## src/rtl/mem_if_pkg.sv

```systemverilog
// Shared encodings for the byte-wide memory initiator.
// Sizes, FSM states and the per-size beat count helper.
package mem_if_pkg;

  typedef enum logic [1:0] {
    SZ_BYTE = 2'b00,
    SZ_HALF = 2'b01,
    SZ_WORD = 2'b10,
    SZ_ILL  = 2'b11
  } size_e;

  typedef enum logic [1:0] {
    ST_IDLE   = 2'b00,
    ST_ACCESS = 2'b01,
    ST_RESP   = 2'b10
  } state_e;

  // Number of beats minus one for a legal size.
  function automatic logic [1:0] beats(input logic [1:0] size);
    unique case (size)
      SZ_HALF: beats = 2'd1;
      SZ_WORD: beats = 2'd3;
      default: beats = 2'd0;
    endcase
  endfunction

endpackage

```

## src/rtl/mem_byte_master_if.sv

```systemverilog
// Core-side request/response and byte-wide memory port bundle.
// The master modport is the initiator's view.
interface mem_byte_master_if #(
  parameter int ADR_W = 14
);
  logic             req_valid;
  logic             req_ready;
  logic             req_we;
  logic [1:0]       req_size;
  logic [31:0]      req_adr;
  logic [31:0]      req_wdata;
  logic             rsp_valid;
  logic             rsp_err;
  logic [31:0]      rsp_rdata;
  logic [ADR_W-1:0] mem_adr;
  logic [7:0]       mem_dat_o;
  logic [7:0]       mem_dat_i;
  logic             mem_we;
  logic             mem_en;

  modport master (
    input  req_valid, req_we, req_size,
    input  req_adr, req_wdata, mem_dat_i,
    output req_ready, rsp_valid, rsp_err,
    output rsp_rdata, mem_adr, mem_dat_o,
    output mem_we, mem_en
  );

  modport slave (
    output req_valid, req_we, req_size,
    output req_adr, req_wdata, mem_dat_i,
    input  req_ready, rsp_valid, rsp_err,
    input  rsp_rdata, mem_adr, mem_dat_o,
    input  mem_we, mem_en
  );
endinterface

```

## src/rtl/mem_byte_master.sv

```systemverilog
// Splits 8/16/32-bit loads/stores into big-endian byte beats
// on a byte-wide memory, with alignment and range checking.
module mem_byte_master
  import mem_if_pkg::*;
#(
  parameter int ADR_W = 14
) (
  input  logic              clk,
  input  logic              rst,
  mem_byte_master_if.master bus
);

  state_e           r_state;
  state_e           w_next;
  logic             r_we;
  logic [1:0]       r_size;
  logic [ADR_W-1:0] r_adr;
  logic [31:0]      r_wdata;
  logic [31:0]      r_rdata;
  logic [1:0]       r_cnt;
  logic             r_err;

  logic             w_err;
  logic             w_last;
  logic [1:0]       w_lane;
  logic             w_mis;
  logic             w_oor;

  always_comb begin
    w_mis = 1'b0;
    if (bus.req_size == SZ_HALF)
      w_mis = bus.req_adr[0];
    else if (bus.req_size == SZ_WORD)
      w_mis = |bus.req_adr[1:0];
    w_oor = |bus.req_adr[31:ADR_W];
    w_err = (bus.req_size == SZ_ILL)
          | w_mis | w_oor;
  end

  assign w_last = (r_cnt == beats(r_size));
  // Beat 0 carries the most-significant lane.
  assign w_lane = beats(r_size) - r_cnt;

  always_ff @(posedge clk or posedge rst) begin
    if (rst)
      r_state <= ST_IDLE;
    else
      r_state <= w_next;
  end

  always_comb begin
    w_next = r_state;
    unique case (r_state)
      ST_IDLE: begin
        if (bus.req_valid)
          w_next = w_err ? ST_RESP : ST_ACCESS;
      end
      ST_ACCESS: begin
        if (w_last)
          w_next = ST_RESP;
      end
      ST_RESP: w_next = ST_IDLE;
      default: w_next = ST_IDLE;
    endcase
  end

  always_ff @(posedge clk or posedge rst) begin
    if (rst) begin
      r_we    <= 1'b0;
      r_size  <= 2'b00;
      r_adr   <= '0;
      r_wdata <= '0;
      r_rdata <= '0;
      r_cnt   <= 2'd0;
      r_err   <= 1'b0;
    end else begin
      unique case (r_state)
        ST_IDLE: begin
          if (bus.req_valid) begin
            r_we    <= bus.req_we;
            r_size  <= bus.req_size;
            r_adr   <= bus.req_adr[ADR_W-1:0];
            r_wdata <= bus.req_wdata;
            r_rdata <= '0;
            r_cnt   <= 2'd0;
            r_err   <= w_err;
          end
        end
        ST_ACCESS: begin
          r_cnt <= r_cnt + 2'd1;
          if (!r_we)
            r_rdata <= {r_rdata[23:0], bus.mem_dat_i};
        end
        default: ;
      endcase
    end
  end

  always_comb begin
    bus.req_ready = 1'b0;
    bus.rsp_valid = 1'b0;
    bus.rsp_err   = r_err;
    bus.rsp_rdata = r_rdata;
    bus.mem_en    = 1'b0;
    bus.mem_we    = 1'b0;
    bus.mem_adr   = '0;
    bus.mem_dat_o = 8'h00;
    unique case (r_state)
      ST_IDLE: bus.req_ready = 1'b1;
      ST_ACCESS: begin
        bus.mem_en  = 1'b1;
        bus.mem_we  = r_we;
        bus.mem_adr = r_adr
                    + {{(ADR_W-2){1'b0}}, r_cnt};
        if (r_we)
          bus.mem_dat_o = r_wdata[{w_lane, 3'b000} +: 8];
      end
      ST_RESP: bus.rsp_valid = 1'b1;
      default: ;
    endcase
  end

endmodule

```

## src/flat_wrapper.sv

```systemverilog
// flat-port wrapper written by rule: the top's interface ports become plain ports
module mem_byte_master_flat import mem_if_pkg::*;
#(
  parameter int ADR_W = 14
)
  (clk, rst, bus_req_valid, bus_req_we, bus_req_size, bus_req_adr, bus_req_wdata, bus_mem_dat_i, bus_req_ready, bus_rsp_valid, bus_rsp_err, bus_rsp_rdata, bus_mem_adr, bus_mem_dat_o, bus_mem_we, bus_mem_en);
  mem_byte_master_if #(.ADR_W(ADR_W)) bus_i ();
  input  logic clk;
  input  logic rst;
  input wire logic [$bits(bus_i.req_valid)-1:0] bus_req_valid;
  input wire logic [$bits(bus_i.req_we)-1:0] bus_req_we;
  input wire logic [$bits(bus_i.req_size)-1:0] bus_req_size;
  input wire logic [$bits(bus_i.req_adr)-1:0] bus_req_adr;
  input wire logic [$bits(bus_i.req_wdata)-1:0] bus_req_wdata;
  input wire logic [$bits(bus_i.mem_dat_i)-1:0] bus_mem_dat_i;
  output wire logic [$bits(bus_i.req_ready)-1:0] bus_req_ready;
  output wire logic [$bits(bus_i.rsp_valid)-1:0] bus_rsp_valid;
  output wire logic [$bits(bus_i.rsp_err)-1:0] bus_rsp_err;
  output wire logic [$bits(bus_i.rsp_rdata)-1:0] bus_rsp_rdata;
  output wire logic [$bits(bus_i.mem_adr)-1:0] bus_mem_adr;
  output wire logic [$bits(bus_i.mem_dat_o)-1:0] bus_mem_dat_o;
  output wire logic [$bits(bus_i.mem_we)-1:0] bus_mem_we;
  output wire logic [$bits(bus_i.mem_en)-1:0] bus_mem_en;
  assign bus_i.req_valid = bus_req_valid;
  assign bus_i.req_we = bus_req_we;
  assign bus_i.req_size = bus_req_size;
  assign bus_i.req_adr = bus_req_adr;
  assign bus_i.req_wdata = bus_req_wdata;
  assign bus_i.mem_dat_i = bus_mem_dat_i;
  assign bus_req_ready = bus_i.req_ready;
  assign bus_rsp_valid = bus_i.rsp_valid;
  assign bus_rsp_err = bus_i.rsp_err;
  assign bus_rsp_rdata = bus_i.rsp_rdata;
  assign bus_mem_adr = bus_i.mem_adr;
  assign bus_mem_dat_o = bus_i.mem_dat_o;
  assign bus_mem_we = bus_i.mem_we;
  assign bus_mem_en = bus_i.mem_en;
  mem_byte_master #(.ADR_W(ADR_W)) u_core (.clk(clk), .rst(rst), .bus(bus_i));
endmodule
```

## config.mk

```make
export PLATFORM = sky130hd
export DESIGN_NAME = mem_byte_master_flat
export DESIGN_NICKNAME = d
export VERILOG_FILES = /design/src/rtl/mem_if_pkg.sv /design/src/rtl/mem_byte_master_if.sv /design/src/rtl/mem_byte_master.sv /design/src/flat_wrapper.sv
export SDC_FILE = /design/constraint.sdc
export NUM_CORES = 1
export LEC_CHECK = 0
export CAP_MARGIN = 10
export CORE_ASPECT_RATIO = 0.75
export CORE_UTILIZATION = 48
export CTS_CLUSTER_SIZE = 16
export DETAILED_ROUTE_END_ITERATION = 10
export PLACE_DENSITY = 0.85
export SKIP_CTS_REPAIR_TIMING = 1
export SKIP_LAST_GASP = 1
export SYNTH_ARGS = -nofsm -noshare
export SYNTH_HDL_FRONTEND = slang
export SYNTH_SLANG_ARGS = --single-unit
export TNS_END_PERCENT = 30
```

## constraint.sdc

```tcl
create_clock -name clk -period 5.8 [get_ports clk]
set_input_delay 1.16 -clock clk [delete_from_list [all_inputs] [get_ports clk]]
set_output_delay 1.16 -clock clk [all_outputs]
set_load 0.1 [all_outputs]
```

[After elaboration in Yosys (flattened, before gate mapping)]
Cells that the tools add are included.
W data, S select, Z words.
Storage, ports and cells
  bits in registers: 86
  input bits: 78
  output and inout bits: 59
  logic and storage cells: 52
Cells by class
  $add $sub $neg: 3
  equality and inequality tests: 11
  shift operators: 1
  muxes and demuxes: 19
  bitwise gates (word level): 2
  reductions and logical operators: 8
Operators with widths (number)
  $mux W32: 2
  $pmux W32 S2: 1
  $shiftx A32 B6 Y8: 1
  $reduce_or A18 Y1: 1
  $mux W8: 2
  $add A14 B2 Y14: 1
  $mux W14: 1
  $pmux W2 S2: 3
  $eq A2 B2 Y1 const B: 4
  $mux W2: 4
  $eq A2 B1 Y1 const B: 3
  $mux W1: 6
  $reduce_and A2 Y1: 3
  $ne A2 B2 Y1 const B: 2
  $reduce_and A3 Y1: 1
  $add A2 B1 Y2 const B: 1
  $eq A2 B2 Y1: 1
  $logic_not A2 Y1: 1
  $ne A2 B1 Y1 const B: 1
  $or A1 B1 Y1: 2
  $reduce_bool A2 Y1: 1
  $reduce_or A2 Y1: 1
  $sub A2 B2 Y2: 1

[Logic depth before layout (Yosys ltp)]
Gate-level depths: netlist (run 1).
  depth in word-level cells: 8
  depth in mapped cells: 7
  depth with buffers taken out: 6

[Worst setup path after synthesis (run 1)]
Ideal clock, no wire load.
  kind: reg-to-output
  from: reg u_core.r_state[1]
  to: out bus_mem_dat_o[6]
  arrival: 3775 ps
  data required time: 4640 ps
  path slack: 865 ps
  cell stages (with the launch flop): 7
  path buffers: 1
  cell sequence: dfrtp_1 -> nand2b_1 -> buf_2 -> inv_2 -> and2_1 -> nand2_1 -> o22ai_1
On the way
  longest elaborated chain between the ends: 2
RTL lines
  from (decl): RTL line mem_byte_master.sv:13  | state_e r_state;
  from (signal assigned): RTL line mem_byte_master.sv:48  | r_state <= w_next;
  $eq A2 B1 Y1: RTL line mem_byte_master.sv:108  | unique case (r_state)
  $mux W8: RTL line mem_byte_master.sv:108
  to (decl): RTL line flat_wrapper.sv:21  | output wire logic [$bits(bus_i.mem_dat_o)-1:0] bus_mem_dat_o;
No other way between the ends.

[Final worst setup path (run 1)]
  from: reg u_core.r_size[0]
  to: out bus_mem_dat_o[4]
On the way
  longest elaborated chain between the ends: 6
  elaborated cells between the ends (all ways): 7
  classes of those cells: add/sub (1); eq/ne (2); shift (1); mux (3)
RTL lines
  from (decl): RTL line mem_byte_master.sv:16  | logic [1:0] r_size;
  from (signal assigned): RTL line mem_byte_master.sv:81  | r_size <= bus.req_size;
  $eq A2 B2 Y1 / $eq A2 B1 Y1 (equally long branches): RTL line mem_if_pkg.sv:20  | unique case (size)
  $pmux W2 S2 (*): RTL line mem_if_pkg.sv:20
  $sub A2 B2 Y2 (*): RTL line mem_byte_master.sv:42  | assign w_lane = beats(r_size) - r_cnt;
  $shiftx A32 B6 Y8 (*): RTL line mem_byte_master.sv:116  | bus.mem_dat_o = r_wdata[{w_lane, 3'b000} +: 8];
  $mux W8 (*): RTL line mem_byte_master.sv:115  | if (r_we)
  $mux W8 (*): RTL line mem_byte_master.sv:108
Every way passes the cells marked *; elsewhere a longest branch is shown, timed or not.

==> results of run 1 <==
[area by class of cell]
type	instances	area, sq um	area share, %
clock buffer	10	138	2.51
clock inverter	6	68.8	1.26
inverter	4	16.3	0.297
multi-input combinational	286	1590	29.0
sequential	86	2150	39.3
tap	101	126	2.31
timing repair buffer	140	1390	25.4
[routing by layer]
metal / wire, um / track usage [%]
met2: 4140 / 37.1
met1: 4600 / 33.6
met5: 0 / 0
met4: 72 / 4.65
met3: 774 / 7.59
[worst max-delay path by stage]
stage / startpoint / slack (ns) / cells after the start / endpoint
floorplan: u_core.r_state[1] / 0.86 / 6 / bus_mem_dat_o[6]
global placement: u_core.r_size[0] / 1.65 / 7 / bus_mem_dat_o[4]
detailed placement: u_core.r_size[0] / 1.55 / 7 / bus_mem_dat_o[6]
CTS: u_core.r_size[0] / 1.16 / 7 / bus_mem_dat_o[6]
global route: u_core.r_size[0] / 1.02 / 7 / bus_mem_dat_o[0]
finish: u_core.r_size[0] / 1.18 / 7 / bus_mem_dat_o[4]
[worst max-delay path, cell delays in order (launching register included)]
cell             delay [ns]
dfrtp_1                0.37
inv_1                  0.07
ha_1                   0.23
ha_1                   0.24
xor2_4                 0.63
mux2i_1                0.17
o22ai_1                0.22
clkdlybuf4s50_1        1.18
[through the flow]
stage	hold WS, ns	cell area, sq um	total power [W]
6_report	0.482	5480	0.00130
3_5_place_dp	0.465	5270	0.000884
5_1_grt	0.504	5480	0.00137
3_3_place_gp	0.459	5270	0.000876
4_1_cts	0.485	5480	0.00132
2_1_floorplan	0.445	3850	0.000800
[synthesized netlist by cell type, types with 2 or more instances]
master,n
nor2_1,20
nor2b_1,2
o22ai_1,8
ha_1,4
and2_1,4
inv_1,3
buf_2,5
nor3_1,3
a22o_1,32
xnor2_1,8
nand3_1,6
nor4_1,6
clkbuf_1,15
nand2_1,152
mux2i_1,16
dfrtp_1,86
o21ai_0,8
xor2_1,3
nand2b_1,2
nand4_1,3
[flip-flops by register name (all words and copies together), names as in the netlist]
| register | count |
|---|---|
| u_core.r_state | 2 |
| u_core.bus.rsp_err | 1 |
| u_core.r_wdata | 32 |
| u_core.r_adr | 14 |
| u_core.r_size | 2 |
| u_core.r_we | 1 |
| u_core.r_cnt | 2 |
| u_core.bus.rsp_rdata | 32 |
[where the power goes]
group          internal [W]  switching, W
sequential         0.000644     0.0000348
combinational     0.0000967     0.0000971
clock              0.000214      0.000217
total              0.000955      0.000349
[cells by family after synthesis]
family / count (synthesis) / share of synthesized area, %
buffers and inverters: 25 / 3.02
multiplexers: 16 / 4.16
AND/OR/NAND/NOR: 200 / 21.1
XOR/XNOR: 13 / 3.64
flip-flops: 86 / 55.9
AO/OA/AOI/OAI: 52 / 10.4
adder cells (fa/ha/maj): 5 / 1.82
==> metrics, run 1 <==
status=completed; clock skew=0.00868 ns; total track usage=between 20% and 30%; R2R setup slack=roughly 3.4 ns; I/O Buffers=136; syn nets=480; Syn Area/Cell=~9.7 sq um; Setup TNS=0 ns; dpl ws=about 1.5 ns; via density per instance=between 5 and 6; EDFF count, synth=0; f_max=approximately 220 MHz; Worst Hold Depth=2; TritonCTS clock tree=done; Ports=~140; reg2reg end=u_core.bus.rsp_rdata[17]; final RePlAce weighted congestion=around 0.87; sequential fraction of the synthesis area=roughly 56%; Setup-failing EPs final=0; critical path required time=between 4 and 5 ns; H-tree depth=3; post-synthesis cell count=approximately 400; DR DRC count=0; P_leak=about 2.6 nW; Die ar.=8390 sq um; fin crit share=79.7%; startpoint types=flop; Hold Path End=u_core.r_wdata[15]; Post-Syn Area=3850 sq um; worst hold path type=reg2reg; Initial DRT Pass Iterations=4; layout cell share with drive strength beyond 1=5.08%; area leader, netlist=dfrtp_1; top post-synthesis cells by area=dfrtp_1, nand2_1, a22o_1; ys flop type=dfrtp_1; Synth top area share=55.9%; Die Ht=a little under 80 um; R2R depth=5; most common cell after layout, fill and taps aside=nand2_1; slew margin rel.=21.7%; WL per Instance=15.1 um; vias in the first global route=about 3200; first-pass GRT wire length=approximately 16000 um; clk slew on worst S/H paths=0.09 ns; fill count=561; Clk Latency, worst-skew pair=around 0.35 ns; Worst Tran Pin Value=about 1.2 ns; max_cap viols=0; RSZ-0062 raised after global routing=false; via count=about 3300; asr flop ratio synth=100%; WL final=roughly 9600 um; crit end category=primary output; non-filler instance count after layout=about 630; 1st-iter DRT viols=128; most frequent cells in the layout=nand2_1, clkdlybuf4s50_1, dfrtp_1, a22o_1, nor2_1; clock sink total=between 80 and 90; Worst Slack Setup Final=1.18 ns; synthesis-to-layout area growth=42.3%; CTS max path bufs=2; Detail Placement HPWL=between 6000 and 7000 um; ant diodes=0; CP Class=reg2out; Synth Register Bits=86; PwrDens=between 200 and 250 nW/um^2; Starting Density=51.1%; largest net degree at the start of global routing=55; CP max FO=16; FF-to-FF Start=u_core.r_state[1]; Core ar.=approximately 7500 sq um; Row Count=27; Die Wd=roughly 110 um; Final min period=4.62 ns; Placed Cells=between 600 and 700; Yosys warning count=0; Root Buffer=clkbuf_8; crit path DAT=between 3 and 4 ns; CTS Buf Count=9; Final Core Density=72.7%; Max Slew Vio Count=0; min-delay src=u_core.r_wdata[15]; # nets final=610; peak supply drop=0.130 mV; ANT nets after route=0; initial antenna violation count=0; Unique masters post-synth=31; remaining global-route overflow=0; Fin. Hold Viols=0
Note: power is estimated with default switching activity, not from simulation.
==> run 2: changes to the inputs <==
--- a/config.mk
+++ b/config.mk
@@ -7,10 +7,10 @@
 export LEC_CHECK = 0
 export CAP_MARGIN = 10
 export CORE_ASPECT_RATIO = 0.75
-export CORE_UTILIZATION = 48
+export CORE_UTILIZATION = 41
 export CTS_CLUSTER_SIZE = 16
 export DETAILED_ROUTE_END_ITERATION = 10
-export PLACE_DENSITY = 0.85
+export PLACE_DENSITY = 0.77
 export SKIP_CTS_REPAIR_TIMING = 1
 export SKIP_LAST_GASP = 1
 export SYNTH_ARGS = -nofsm -noshare
==> constraint.sdc (replaced) <==
create_clock -name clk -period 4.1 [get_ports clk]
set_input_delay 0.82 -clock clk [delete_from_list [all_inputs] [get_ports clk]]
set_output_delay 0.82 -clock clk [all_outputs]
set_load 0.1 [all_outputs]
==> run 2 against run 1 <==
- power up 61%
- non-clock buffer count up 2
- cell count up 4.4%
- utilization down 11 points
- critical endpoint is now bus_mem_dat_o[0]
- worst hold slack worse by 0.0019 ns
- sequential cell count unchanged
- die area up 17%
- clock skew down 0.0016 ns
- global-route usage down 2.2 points
- sequential share of layout area down 0.72 points
- wire length up 4.4%
- critical path depth down 1
==> metrics, run 2 (synthesis gave the netlist of run 1 again) <==
CTS max path bufs=2 (unchanged); PwrDens=376 nW/um^2 (+58%); Setup TNS=0 ns (unchanged); status=completed; largest net degree at the start of global routing=39 (-29%); Detail Placement HPWL=6960 um (+2.7%); clock skew=0.00711 ns (-0.00156 ns); initial antenna violation count=0 (unchanged); grt met2 use=33.3% (-3.8 points); WL final=10000 um (+4.4%); slowest CP cell=xor2_4; Comb power frac=13.1% (-1.8 points); Final min period=3.45 ns; TritonCTS clock tree=done; ANT nets after route=0 (unchanged); fin crit share=between 80% and 90%; Die ar.=9790 sq um (+17%); final RePlAce weighted congestion=0.799 (-8.5%); DR DRC count=0 (unchanged); vias in the first global route=3378 (+5.0%); Initial DRT Pass Iterations=4 (unchanged); global routing's busiest layer=met2; CP Class=reg2out; Die Wd=114 um (+8.0%); synthesis-to-layout area growth=45.0%; met3 GRT Util=8.13% (+0.54 points); peak supply drop=0.261 mV (+100%); H-tree depth=3 (unchanged); WL per Instance=15.1 um (about the same); sw frac=24.6% (-2.1 points); total track usage=21.8% (-2.2 points); P_leak=2.69 nW (+4.1%); Root Buffer=clkbuf_16; met1 Use GR=29.4% (-4.2 points); fill count=762 (+36%); dpl ws=1.04 ns (-0.503 ns); I/O Buffers=136 (unchanged); total power=0.00210 W (+61%); Internal=0.00158 W (+66%); Worst Slack Setup Final=0.648 ns (-0.529 ns); Placed Cells=646 (+4.7%); crit path DAT=2.63 ns (-0.83 ns); 1st-iter DRT viols=198 (+55%); Row Count=30 (+11%); Worst Tran Pin Value=0.988 ns (-0.185 ns); most frequent cells in the layout=nand2_1, clkdlybuf4s50_1, dfrtp_1, a22o_1, buf_4; remaining global-route overflow=0 (unchanged); Net Switching=0.000517 W (+48%); non-filler instance count after layout=661 (+4.4%); Slowest Stage Delay on Critical Path=0.63 ns (-0.55 ns); Die Ht=85.9 um (+8.0%); crit path cell chain=ha_1 > ha_1 > xor2_4 > mux2i_1 > o22ai_1 > buf_4; CTS Buf Count=9 (unchanged); max_cap viols=0 (unchanged); clock power share=41.0% (+7.9 points); RSZ-0062 raised after global routing=false; clk slew on worst S/H paths=0.06 ns (-0.03 ns); f_max=290 MHz; Seq pwr share=45.9% (-6.2 points); Core ar.=9080 sq um (+21%); most common cell after layout, fill and taps aside=nand2_1; clock sink total=86 (unchanged); Critical Path Most Common Cell=ha_1; crit end category=primary output; via count=3299 (+0.27%); worst hold path type=reg2reg; layout cell share with drive strength beyond 1=9.76% (+4.7 points); # nets final=612 (+0.33%); first-pass GRT wire length=16400 um (+3.8%); critical path required time=3.28 ns (-1.36 ns); Clk Latency, worst-skew pair=0.34 ns (about the same); via density per instance=4.99 (-4.0%); ant diodes=0 (unchanged); Max Slew Vio Count=0 (unchanged); Fin. Hold Viols=0 (unchanged); Starting Density=42.4% (-8.7 points); Ports=137 (unchanged); CP max FO=16 (unchanged); startpoint types=flop; Setup-failing EPs final=0 (unchanged); slew margin rel.=33.9% (+12 points)
-- run 2: cell count changes in the layout (fill, tap and decap cells not counted), moves of 2 or more --
cell / before / now
buf_4: 4 / 30
clkdlybuf4s50_1: 136 / 112
clkbuf_8: 10 / 0
clkbuf_16: 0 / 9
inv_6: 2 / 0
-- run 2: critical path: cells and delay by family, from the launching register on --
kind	cells	cell delay, ns
multiplexers	1	0.18
AO/OA/AOI/OAI	1	0.23
XOR/XNOR	1	0.63
flip-flops	1	0.38
buffers and inverters	1	0.33
adder cells (fa/ha/maj)	2	0.53
-- run 2: cell type report --
cell class	instances	area, sq um	share of cell area (%)
Sequential cell	86	2150	38.5
Multi-Input combinational cell	286	1590	28.6
Timing Repair Buffer	142	1350	24.1
Clock buffer	10	229	4.10
Tap cell	128	160	2.87
Clock inverter	5	85.1	1.52
Inverter	4	16.3	0.291
-- run 2: path summary, 6_finish.rpt --
path / start / end / slack, ns / cells after the start
setup / recovery: u_core.r_size[1] / bus_mem_dat_o[0] / 0.65 / 6
hold / removal: u_core.r_wdata[19] / u_core.r_wdata[19] / 0.48 / 2
setup reg to reg: u_core.r_state[1] / u_core.bus.rsp_rdata[22] / 2.05 / 6
hold reg to reg: u_core.r_wdata[19] / u_core.r_wdata[19] / 0.48 / 2
max in group asynchronous: rst / u_core.r_size[0] / 2.45 / 3
min in group asynchronous: rst / u_core.r_wdata[24] / 0.88 / 2
-- run 2: power by group through the flow --
stage | sequential (W) | combinational [W] | clock, W
2_1_floorplan | 0.000961 | 0.000171 | 0
3_3_place_gp | 0.000975 | 0.000269 | 0
3_5_place_dp | 0.000977 | 0.000278 | 0
4_1_cts | 0.000963 | 0.000280 | 0.000879
5_1_grt | 0.000971 | 0.000310 | 0.000917
6_report | 0.000964 | 0.000276 | 0.000861
-- run 2: metal layers --
metal	part of all wire, %	wire (um)
met5	0	0
met4	0.66	66
met3	8.0	799
met2	45	4530
met1	46	4610
-- run 2: through the flow --
step	utilization [%]	hold WS, ns	instance area [sq um]
final	61.5	0.480	5580
after global routing	61.5	0.502	5580
after CTS	61.5	0.478	5580
after detailed placement	58.0	0.462	5270
after global placement	58.0	0.461	5270
after floorplan	-	0.445	3860
==> run 3: changes to the inputs <==
--- a/config.mk
+++ b/config.mk
@@ -7,10 +7,10 @@
 export LEC_CHECK = 0
 export CAP_MARGIN = 10
 export CORE_ASPECT_RATIO = 0.75
-export CORE_UTILIZATION = 41
+export CORE_UTILIZATION = 45
 export CTS_CLUSTER_SIZE = 16
 export DETAILED_ROUTE_END_ITERATION = 10
-export PLACE_DENSITY = 0.77
+export PLACE_DENSITY = 0.8
 export SKIP_CTS_REPAIR_TIMING = 1
 export SKIP_LAST_GASP = 1
 export SYNTH_ARGS = -nofsm -noshare
==> constraint.sdc (replaced) <==
create_clock -name clk -period 3.22 [get_ports clk]
set_input_delay 0.644 -clock clk [delete_from_list [all_inputs] [get_ports clk]]
set_output_delay 0.644 -clock clk [all_outputs]
set_load 0.1 [all_outputs]
==> run 3 against run 2 <==
- critical path depth is 2 higher
- global-route usage increased by 2.2 points
- utilization is 11 points higher
- largest power group unchanged
- critical endpoint is now bus_mem_dat_o[3]
- worst hold slack worse by 0.0052 ns
==> metrics, run 3 (synthesis gave the netlist of run 1 again) <==
status=completed; DR DRC count=0 (unchanged); Initial DRT Pass Iterations=4 (unchanged); Critical Path Most Common Cell=ha_1; ant diodes=0 (unchanged); via count=3354 (+1.7%); Row Count=28 (-6.7%); ANT nets after route=0 (unchanged); CTS max path bufs=2 (unchanged); Final min period=3.05 ns; worst hold path type=reg2reg; final RePlAce weighted congestion=0.797 (-0.21%); vias in the first global route=3310 (-2.0%); largest net degree at the start of global routing=35 (-10%); Worst Hold Depth=2 (unchanged); most frequent cells in the layout=nand2_1, dfrtp_1, clkdlybuf4s50_1, buf_4, a22o_1; H-tree depth=3 (unchanged); startpoint types=flop; TritonCTS clock tree=done; fill count=586 (-23%); Seq pwr share=44.5% (-1.4 points); Net Switching=0.000700 W (+35%); RSZ-0062 raised after global routing=false; Worst Tran Pin Value=0.672 ns (-0.316 ns); f_max=between 300 and 400 MHz; crit end category=primary output; I/O Buffers=136 (unchanged); P_leak=2.84 nW (+5.5%); via density per instance=5.22 (+4.5%); FF-to-FF Start=u_core.r_state[1]; sw frac=25.4% (+0.82 points); max_cap viols=0 (unchanged); PwrDens=469 nW/um^2 (+25%); Ports=137 (unchanged); peak supply drop=0.284 mV (+8.7%); multi-input combinational cell area=1710 sq um (+7.0%); critical path required time=2.58 ns (-0.70 ns); Detail Placement HPWL=7390 um (+6.1%); delay-heaviest family, CP=buffers and inverters; Design Area, Final=5860 sq um (+5.0%); Die ar.=8930 sq um (-8.7%); Clk Latency, worst-skew pair=0.33 ns (about the same); layout cell share with drive strength beyond 1=19.1% (+9.4 points); clock sink total=86 (unchanged); Core ar.=8090 sq um (-11%); R2R setup slack=1.41 ns (-0.64 ns); Setup TNS=0 ns (unchanged); CP Class=reg2out; initial antenna violation count=0 (unchanged); non-filler instance count after layout=643 (-2.7%); Slowest Stage Delay on Critical Path=0.39 ns (-0.24 ns); Final Core Density=72.4% (+11 points); reg2reg end=u_core.bus.rsp_rdata[2]; clock skew=0.00719 ns (+0.0000807 ns); crit path DAT=2.41 ns (-0.22 ns); 1st-iter DRT viols=176 (-11%); Starting Density=47.6% (+5.2 points); CTS Buf Count=9 (unchanged); Root Buffer=clkbuf_16; total track usage=24.0% (+2.2 points); synthesis-to-layout area growth=52.3%; Comb power frac=14.0% (+0.9 points); CP bufs+invs=3 (+2); most common cell after layout, fill and taps aside=nand2_1; Placed Cells=627 (-2.9%); Die Ht=82.1 um (-4.4%); remaining global-route overflow=0 (unchanged); first-pass GRT wire length=16300 um (-1.1%); register area=2150 sq um (unchanged); # nets final=616 (+0.65%); clk slew on worst S/H paths=0.06 ns (about the same); Hold Path End=u_core.r_wdata[16]; fin crit share=a little over nine tenths; placed instance area=5530 sq um (+5.0%); crit path cell chain=inv_1 > ha_1 > ha_1 > xor2_4 > buf_4 > mux2i_1 > o22ai_4 > buf_12; Setup-failing EPs final=0 (unchanged); clock power share=41.5% (+0.5 points); Internal=0.00205 W (+30%); slew margin rel.=55.1% (+21 points); R2R depth=7 (+1); Die Wd=109 um (-4.5%); Max Slew Vio Count=0 (unchanged); slowest CP cell=mux2i_1; Fin. Hold Viols=0 (unchanged); WL per Instance=15.8 um (+4.3%); CP max FO=16 (unchanged); min-delay src=u_core.r_wdata[16]; WL final=10100 um (+1.4%)
-- run 3: changes by cell type in the layout (fill, tap and decap cells not counted), sizes merged --
cell / before / now
buf: 30 / 69
clkdlybuf4s50: 112 / 77
clkinv: 3 / 1
inv: 3 / 5
clkinvlp: 1 / 2
-- run 3: worst max path at each step --
stage                           startpoint                to  slack [ns]  depth (start not counted)
after floorplan            u_core.r_cnt[0]    bus_mem_adr[6]       -0.08                          6
after global placement    u_core.r_size[0]  bus_mem_dat_o[7]        0.62                          8
after detailed placement  u_core.r_size[0]  bus_mem_dat_o[3]        0.49                          8
after CTS                 u_core.r_size[0]  bus_mem_dat_o[3]        0.14                          8
after global routing      u_core.r_size[0]  bus_mem_dat_o[3]        0.05                          8
final                     u_core.r_size[0]  bus_mem_dat_o[3]        0.17                          8
-- run 3: power groups by stage --
stage	Combinational (W)	Clock (W)	Sequential (W)
finish	0.000386	0.00114	0.00122
global route	0.000425	0.00121	0.00123
CTS	0.000391	0.00115	0.00122
detailed placement	0.000387	0	0.00124
global placement	0.000372	0	0.00124
floorplan	0.000244	0	0.00122
-- run 3: final cells by class --
type / instances / share of cell area, %
Multi-Input combinational cell: 286 / 29.1
Inverter: 4 / 0.277
Timing Repair Buffer: 146 / 26.0
Clock buffer: 10 / 4.08
Tap cell: 105 / 2.24
Sequential cell: 86 / 36.7
Clock inverter: 6 / 1.58
-- run 3: metal layers --
layer | global-route usage [%] | part of all wire (%)
met5 | 0 | 0
met4 | 6.76 | 0.67
met3 | 5.81 | 5.9
met2 | 38.9 | 48
met1 | 32.5 | 46
-- run 3: per-stage QoR --
stage / setup WS [ns] / hold WS, ns / total power [W]
after floorplan: -0.0756 / 0.445 / 0.00147
after global placement: 0.623 / 0.460 / 0.00161
after detailed placement: 0.493 / 0.464 / 0.00163
after CTS: 0.139 / 0.480 / 0.00277
after global routing: 0.0460 / 0.502 / 0.00287
final: 0.167 / 0.475 / 0.00275
-- run 3: tightest hold or removal path, cell delays in order, from the launching register on --
cell	delay, ns
dfrtp_1	0.34
nand2_1	0.05
nand2_1	0.06
